<file path="src/rtl/srg_sched.sv">
`default_nettype none
// ============================================================================
// Module   : srg_sched
// Desc     : Two-requester arbiter and load/shift sequencer for a PISO shift
//            register. Define SRG_SCHED_FIXPRIO_EN for fixed priority (req0).
// Revision : 1.0  initial release
// ============================================================================
module srg_sched #(
  parameter  int W   = 8,
  parameter  int GAP = 1,
  localparam int B   = $clog2(W)
) (
  input  logic         clk,
  input  logic         rst,
  input  logic         req0,
  input  logic         req1,
  input  logic [W-1:0] d0,
  input  logic [W-1:0] d1,
  output logic         ack0,
  output logic         ack1,
  output logic [W-1:0] x,
  output logic         sh_ld,
  output logic         frame_vld,
  output logic [B-1:0] bit_idx,
  output logic         src,
  output logic         busy
);

  localparam logic [B-1:0] IDX_TOP  = B'(W - 1);
  localparam logic [3:0]   GAP_INIT = (GAP > 0) ? 4'(GAP - 1) : 4'd0;

  typedef enum logic [1:0] {
    S_IDLE  = 2'd0,
    S_LOAD  = 2'd1,
    S_SHIFT = 2'd2,
    S_GAP   = 2'd3
  } state_t;

  state_t         state_q, state_d;
  logic [W-1:0]   x_q, x_d;
  logic           sh_ld_q, sh_ld_d;
  logic           ack0_q, ack0_d;
  logic           ack1_q, ack1_d;
  logic           frame_vld_q, frame_vld_d;
  logic [B-1:0]   bit_idx_q, bit_idx_d;
  logic           src_q, src_d;
  logic           busy_q, busy_d;
  logic [3:0]     gap_cnt_q, gap_cnt_d;

  logic           win_vld;
  logic           win_src;
  logic           arb;
  logic           grant;

  assign win_vld = req0 | req1;

`ifdef SRG_SCHED_FIXPRIO_EN
  // req0 takes every tie; req1 only wins when req0 is low
  always_comb begin
    win_src = ~req0;
  end
`else
  // last_q holds the most recent winner; reset value 1 favours req0
  logic last_q, last_d;

  always_comb begin
    win_src = (req0 && req1) ? ~last_q : ~req0;
    last_d  = last_q;
    if (grant) begin
      last_d = win_src;
    end
  end

  always_ff @(posedge clk) begin
    if (rst) begin
      last_q <= 1'b1;
    end else begin
      last_q <= last_d;
    end
  end
`endif

  always_comb begin
    state_d     = state_q;
    x_d         = x_q;
    sh_ld_d     = 1'b1;
    ack0_d      = 1'b0;
    ack1_d      = 1'b0;
    frame_vld_d = frame_vld_q;
    bit_idx_d   = bit_idx_q;
    src_d       = src_q;
    busy_d      = busy_q;
    gap_cnt_d   = gap_cnt_q;
    arb         = 1'b0;
    grant       = 1'b0;

    case (state_q)
      S_IDLE: begin
        arb = 1'b1;
      end
      S_LOAD: begin
        state_d     = S_SHIFT;
        frame_vld_d = 1'b1;
        bit_idx_d   = IDX_TOP;
        busy_d      = 1'b1;
      end
      S_SHIFT: begin
        if (bit_idx_q == '0) begin
          frame_vld_d = 1'b0;
          if (GAP > 0) begin
            state_d   = S_GAP;
            gap_cnt_d = GAP_INIT;
          end else begin
            arb = 1'b1;
          end
        end else begin
          bit_idx_d = bit_idx_q - 1'b1;
        end
      end
      S_GAP: begin
        if (gap_cnt_q == 4'd0) begin
          arb = 1'b1;
        end else begin
          gap_cnt_d = gap_cnt_q - 4'd1;
        end
      end
      default: begin
        state_d = S_IDLE;
      end
    endcase

    // The arbitration point either starts a new frame or parks in IDLE
    if (arb) begin
      frame_vld_d = 1'b0;
      if (win_vld) begin
        grant   = 1'b1;
        state_d = S_LOAD;
        x_d     = win_src ? d1 : d0;
        sh_ld_d = 1'b0;
        ack0_d  = ~win_src;
        ack1_d  = win_src;
        src_d   = win_src;
        busy_d  = 1'b1;
      end else begin
        state_d = S_IDLE;
        busy_d  = 1'b0;
      end
    end
  end

  always_ff @(posedge clk) begin
    if (rst) begin
      state_q     <= S_IDLE;
      x_q         <= '0;
      sh_ld_q     <= 1'b1;
      ack0_q      <= 1'b0;
      ack1_q      <= 1'b0;
      frame_vld_q <= 1'b0;
      bit_idx_q   <= '0;
      src_q       <= 1'b0;
      busy_q      <= 1'b0;
      gap_cnt_q   <= 4'd0;
    end else begin
      state_q     <= state_d;
      x_q         <= x_d;
      sh_ld_q     <= sh_ld_d;
      ack0_q      <= ack0_d;
      ack1_q      <= ack1_d;
      frame_vld_q <= frame_vld_d;
      bit_idx_q   <= bit_idx_d;
      src_q       <= src_d;
      busy_q      <= busy_d;
      gap_cnt_q   <= gap_cnt_d;
    end
  end

  assign ack0      = ack0_q;
  assign ack1      = ack1_q;
  assign x         = x_q;
  assign sh_ld     = sh_ld_q;
  assign frame_vld = frame_vld_q;
  assign bit_idx   = bit_idx_q;
  assign src       = src_q;
  assign busy      = busy_q;

endmodule
`default_nettype wire

</file>
<file path="config.mk">
export PLATFORM = sky130hd
export DESIGN_NAME = srg_sched
export DESIGN_NICKNAME = d
export VERILOG_FILES = /design/src/rtl/srg_sched.sv
export SDC_FILE = /design/constraint.sdc
export NUM_CORES = 1
export LEC_CHECK = 0
export ABC_AREA = 1
export CAP_MARGIN = 20
export CORE_AREA = 4 4 70 72
export DETAILED_ROUTE_END_ITERATION = 6
export DIE_AREA = 0 0 74 76
export GPL_TIMING_DRIVEN = 0
export PLACE_DENSITY_LB_ADDON = 0.12
export SYNTH_ARGS = -nofsm -noshare
export SYNTH_HDL_FRONTEND = slang
export SYNTH_SLANG_ARGS = --single-unit
</file>
<file path="constraint.sdc">
create_clock -name clk -period 1.4 [get_ports clk]
set_input_delay 0.42 -clock clk [delete_from_list [all_inputs] [get_ports clk]]
set_output_delay 0.42 -clock clk [all_outputs]
set_load 0.1 [all_outputs]
</file>
# Yosys cells after proc, flatten, opt, wreduce, memory -nomap -nowiden
# Cells that the tools add are included.
[op_classes]
n_eq_ne = 7
mux = 20
n_addsub = 2
n_reduce_logical = 16
n_bitwise = 6
[ops]
columns = ["op", "count"]
rows = [
  ["1-bit two-way mux", 9],
  ["4-bit two-way mux", 2],
  ["8-bit two-way mux", 1],
  ["4-bit case mux with 2 select lines", 1],
  ["2-bit AND reduction", 4],
  ["2-bit inequality test, second input constant", 3],
  ["3-bit case mux with 2 select lines", 1],
  ["2-bit nonzero test", 3],
  ["1-bit NOT", 5],
  ["2-bit == test, second input constant", 2],
  ["4-bit logical NOT", 1],
  ["2-bit two-way mux", 2],
  ["1-bit case mux with 2 select lines", 2],
  ["2-bit case mux with 2 select lines", 1],
  ["2-bit OR reduction", 2],
  ["4-bit by 1-bit subtractor with 4-bit output, second input constant", 1],
  ["3-bit logical NOT", 1],
  ["3-bit two-way mux", 1],
  ["3-bit inequality test, second input constant", 1],
  ["3-bit AND reduction", 1],
  ["3-bit nonzero test", 1],
  ["3-bit OR reduction", 1],
  ["3-bit by 1-bit subtractor with 3-bit output, second input constant", 1],
  ["2-bit by 1-bit == test with 1-bit output, second input constant", 1],
  ["3 further kinds", 3],
]
[totals]
inputBits = 20
output_inout_bits = 17
reg_bits = 24
elab_cells = 62

# Longest topological paths before layout
[logic_depth]
word_depth = 5
mapped_depth = 10
ltp_nobuf = 10

# Least setup slack after synthesis
# No wires, ideal clock.
[synth_timing]
path_type = "reg-to-reg"
start = "register bit_idx_q[0] (netlist: bit_idx[0])"
end = "register gap_cnt_q[2]"
period_less_slack_ns = 2.036
arrival_time_ns = 1.921
setup_time_ns = 0.115
required_ns = 1.285
n_path_buf = 0
path_stages_with_launch = 9
slack_ns = -0.636
cell_sequence = "dfxtp_1 > inv_1 > ha_1 > nand2_1 > nand2_2 > nand2_1 > nor2_4 > a21oi_1 > nor2_1"
[synth_via]
elab_chain_len = 3
[synth_rtl]
columns = ["item", "line", "rtl"]
rows = [
  ["start, declared", "45", "logic [B-1:0] bit_idx_q, bit_idx_d;"],
  ["start signal, assigned", "170", "bit_idx_q <= bit_idx_d;"],
  ["3-bit logical NOT", "108", "if (bit_idx_q == '0) begin"],
  ["2-bit inequality test (no source line)", "--", ""],
  ["3-bit AND reduction (no source line)", "--", ""],
  ["end signal, assigned", "173", "gap_cnt_q <= gap_cnt_d;"],
  ["end, declared", "48", "logic [3:0] gap_cnt_q, gap_cnt_d;"],
]
# Every way passes these cells.
# A chain may end at the register's enable or synchronous reset.

# Worst setup path in the final report
[layout_timing]
start = "register src_q (netlist: src)"
end = "output src"
[layout_lines]
columns = ["item", "line", "rtl"]
rows = [
  ["start, declared", "46", "logic src_q, src_d;"],
  ["start signal, assigned", "171", "src_q <= src_d;"],
  ["end, declared", "25", "output logic src,"],
]
# No word-level cell between the ends.

==> summary.json <==
{
  "finalMaxSlewViolations": {"value": 0},
  "cts_buffer_depth": {"value": 2},
  "maxSlewHeadroom": {"value": 77.8, "unit": "%"},
  "final_common_cell": {"value": "sky130_fd_sc_hd__nand2_1"},
  "critical_path_arrival": {"value": 0.94, "unit": "ns"},
  "run_status": {"value": "finished clean"},
  "grt_pass1_vias": {"value": 1066},
  "post_synthesis_net_count": {"value": 207},
  "finalCritPeriodShare": {"value": 97.2, "unit": "%"},
  "vias_post_dr": {"value": 1124},
  "initial_utilization": {"value": 28.6, "unit": "%"},
  "setup-violations-final": {"value": 0},
  "worst_pin_slew": {"value": 0.331, "unit": "ns"},
  "routed_wl": {"value": 2900, "unit": "microns"},
  "worst-setup-path-type": {"value": "reg -> out"},
  "drtPass1Iterations": {"value": 4},
  "antenna_cells": {"value": 0},
  "fin_crit": {"value": 1.36, "unit": "ns"},
  "port_buffers": {"value": 36},
  "antenna_violating_nets_post_route": {"value": 0},
  "dieHeight": {"value": 76, "unit": "microns"},
  "fp.dieW": {"value": 74, "unit": "microns"},
  "drcViolationCount": {"value": 0},
  "critPathBufInv": {"value": 1},
  "maxCapViolCount": {"value": 0},
  "antenna_found_initial": {"value": 0},
  "post_synthesis_instance_area": {"value": 1230, "unit": "sq um"},
  "crit_path_max_fanout": {"value": 2},
  "required": {"value": 0.98, "unit": "ns"},
  "clock.fmax": {"value": 735, "unit": "MHz"},
  "core_area": {"value": 4290, "unit": "sq um"},
  "timing.critical_path.from_type": {"value": "flip-flop"},
  "hpwlAfterDp": {"value": 2100, "unit": "microns"},
  "mostFrequentLayoutCells": {"value": "56 x sky130_fd_sc_hd__nand2_1, 21 x sky130_fd_sc_hd__nor2_1, 20 x sky130_fd_sc_hd__buf_4"},
  "h-tree-depth": {"value": 1},
  "non_filler_cells_final": {"value": 275},
  "design.die.area": {"value": 5620, "unit": "sq um"},
  "fillers": {"value": 462},
  "syn2layout_area_growth": {"value": 49.4, "unit": "%"},
  "track_usage": {"value": 10.9, "unit": "%"},
  "cts_root_buffer": {"value": "sky130_fd_sc_hd__clkbuf_8"},
  "r2r_start": {"value": "bit_idx[0]$_SDFFE_PP0P_"},
  "final_hold_viol_count": {"value": 0},
  "critical-path-top-delay-family": {"value": "flip-flops"},
  "post-route-worst-setup-slack": {"value": 0.0392, "unit": "ns"},
  "synth.yosys.seq_area_share": {"value": 39.1, "unit": "%"},
  "grt_max_degree": {"value": 14},
  "vias_per_cell": {"value": 4.09},
  "routabilityCongestion": {"value": 0.747},
  "routedWlPerCell": {"value": 10.5, "unit": "microns"},
  "grt_pass1_wl": {"value": 4860, "unit": "microns"},
  "crit_start": {"value": "src$_SDFFE_PP0P_"},
  "clock_sink_count": {"value": 24},
  "crit_path_max_incr_delay": {"value": 0.37, "unit": "ns"},
  "synth_area_per_cell": {"value": 6.87, "unit": "sq um"},
  "syn-instance-count": {"value": 179},
  "drive_gt1_share": {"value": 30.0, "unit": "%"},
  "synth.yosys.warnings": {"value": 0},
  "pre_cts_ws": {"value": -0.490, "unit": "ns"},
  "cp_cell_sequence": {"value": "buf_4"},
  "finClkSkew": {"value": 0.00229, "unit": "ns"},
  "globalRouteOverflowTotal": {"value": 0},
  "setup_repair_after_global_routing_missed_its_margin": {"value": "yes"},
  "post-place-cells": {"value": 267},
  "cts_hold_buffers": {"value": 0},
  "floorplan.io_pins": {"value": 37},
  "number_of_cell_rows": {"value": 24},
  "tritoncts": {"value": "built"},
  "holdCritStartpoint": {"value": "gap_cnt_q[0]$_SDFFE_PP0P_"},
  "detailedRoute.firstIterationViolations": {"value": 30},
  "critPathSlowestCell": {"value": "sky130_fd_sc_hd__dfxtp_1"},
  "path_clk_slew": {"value": 0.09, "unit": "ns"},
  "timing.hold.worst.class": {"value": "reg -> reg"},
  "design.final.nets": {"value": 252},
  "cts-buffers-inserted": {"value": 3},
  "synth.distinct_cells": {"value": 22},
  "end_kind": {"value": "output pin"},
  "synth.ff_latch_count": {"value": 24},
  "clock_latency": {"value": 0.27, "unit": "ns"}
}
-- state kept, by name, summed over array words and instances, names as in the netlist --
signal / flops
src: 1
bit_idx: 3
frame_vld: 1
gap_cnt_q: 4
sh_ld: 1
busy: 1
ack1: 1
state_q: 2
ack0: 1
last_q: 1
x: 8
-- cells by family after synthesis --
kind of cell               count (synthesis)  synth area share [%]
and+or+nand+nor                          103                  36.5
buffers and inverters                     29                  9.56
DFF                                       24                  39.1
AOI/OAI and AO/OA                         15                  6.71
adders and majority gates                  8                  8.14
-- timing repair --
item                                   CTS  global route
endpoints found under the hold margin    0             0
pin swaps                                0             9
setup endpoints to repair               30            20
gates resized for setup                107            31
setup buffers                            2             2
-- cell usage after synthesis --
cell                       count  area share [%]
sky130_fd_sc_hd__dfxtp_1      24              39
sky130_fd_sc_hd__nand2_1      61              19
sky130_fd_sc_hd__nand2_4       1            0.92
sky130_fd_sc_hd__a21oi_2       1            0.71
sky130_fd_sc_hd__nand4_1       4             2.0
sky130_fd_sc_hd__buf_2         1            0.41
sky130_fd_sc_hd__a21oi_1       5             2.0
sky130_fd_sc_hd__nor2_2        2             1.0
sky130_fd_sc_hd__inv_1        25             7.6
sky130_fd_sc_hd__nor3_1        1            0.41
sky130_fd_sc_hd__a31oi_1       3             1.5
sky130_fd_sc_hd__nand3_1       6             2.4
sky130_fd_sc_hd__or2_4         1            0.71
sky130_fd_sc_hd__nor2_1       23             7.0
sky130_fd_sc_hd__buf_6         1            0.92
sky130_fd_sc_hd__nor2_4        1            0.92
sky130_fd_sc_hd__nand3_4       1             1.4
sky130_fd_sc_hd__inv_2         1            0.30
sky130_fd_sc_hd__clkbuf_1      1            0.30
sky130_fd_sc_hd__o21ai_0       6             2.4
sky130_fd_sc_hd__ha_1          8             8.1
sky130_fd_sc_hd__nand2_2       2             1.0
-- worst register-to-register path: stages, from the launching register on --
cell and delay (ns):
sky130_fd_sc_hd__dfxtp_4 0.36, sky130_fd_sc_hd__inv_4 0.07, sky130_fd_sc_hd__ha_4 0.14, sky130_fd_sc_hd__nand2_1 0.08, sky130_fd_sc_hd__nand2_2 0.13, sky130_fd_sc_hd__nand2_2 0.09, sky130_fd_sc_hd__nor2_4 0.18, sky130_fd_sc_hd__buf_4 0.13
sky130_fd_sc_hd__a21oi_1 0.05
-- worst paths after layout --
kind / depth (start not counted) / to / slack, ns
setup / recovery: 1 / src / 0.04
hold / removal: 1 / gap_cnt_q[0]$_SDFFE_PP0P_ / 0.44
setup reg to reg: 8 / gap_cnt_q[0]$_SDFFE_PP0P_ / 0.07
hold reg to reg: 1 / gap_cnt_q[0]$_SDFFE_PP0P_ / 0.44
-- layout make-up --
type / count / area [sq um] / area share, %
plain buffers: 3 / 26.3 / 1.43
clock buffers: 4 / 55.1 / 3.00
inverters: 26 / 100 / 5.45
multi-input cells: 126 / 726 / 39.5
flip-flops and latches: 24 / 499 / 27.2
well taps: 52 / 65.1 / 3.54
repair buffers: 40 / 367 / 19.9
-- per-stage QoR --
stage	cell area [sq um]	hold WS (ns)	TNS, ns	util, %
after CTS	1720	0.468	0	40.0
after detailed placement	1670	0.452	-14.27	38.9
after global routing	1840	0.457	-0.205	42.8
after floorplan	1240	0.426	0	-
after global placement	1670	0.448	-14.28	38.9
final	1840	0.445	0	42.8
-- layer usage --
metal,up-vias,GRT usage [%],share of wire [%]
met3,2,4.35,5.9
met5,-,0,0
met4,0,3.26,0.79
met2,22,16.4,44
met1,462,14.0,49
li1,638,-,-
Power is left out: the tool's default activity adds up to more than one toggle a clock period on the data nets, which glitch-free logic cannot reach.
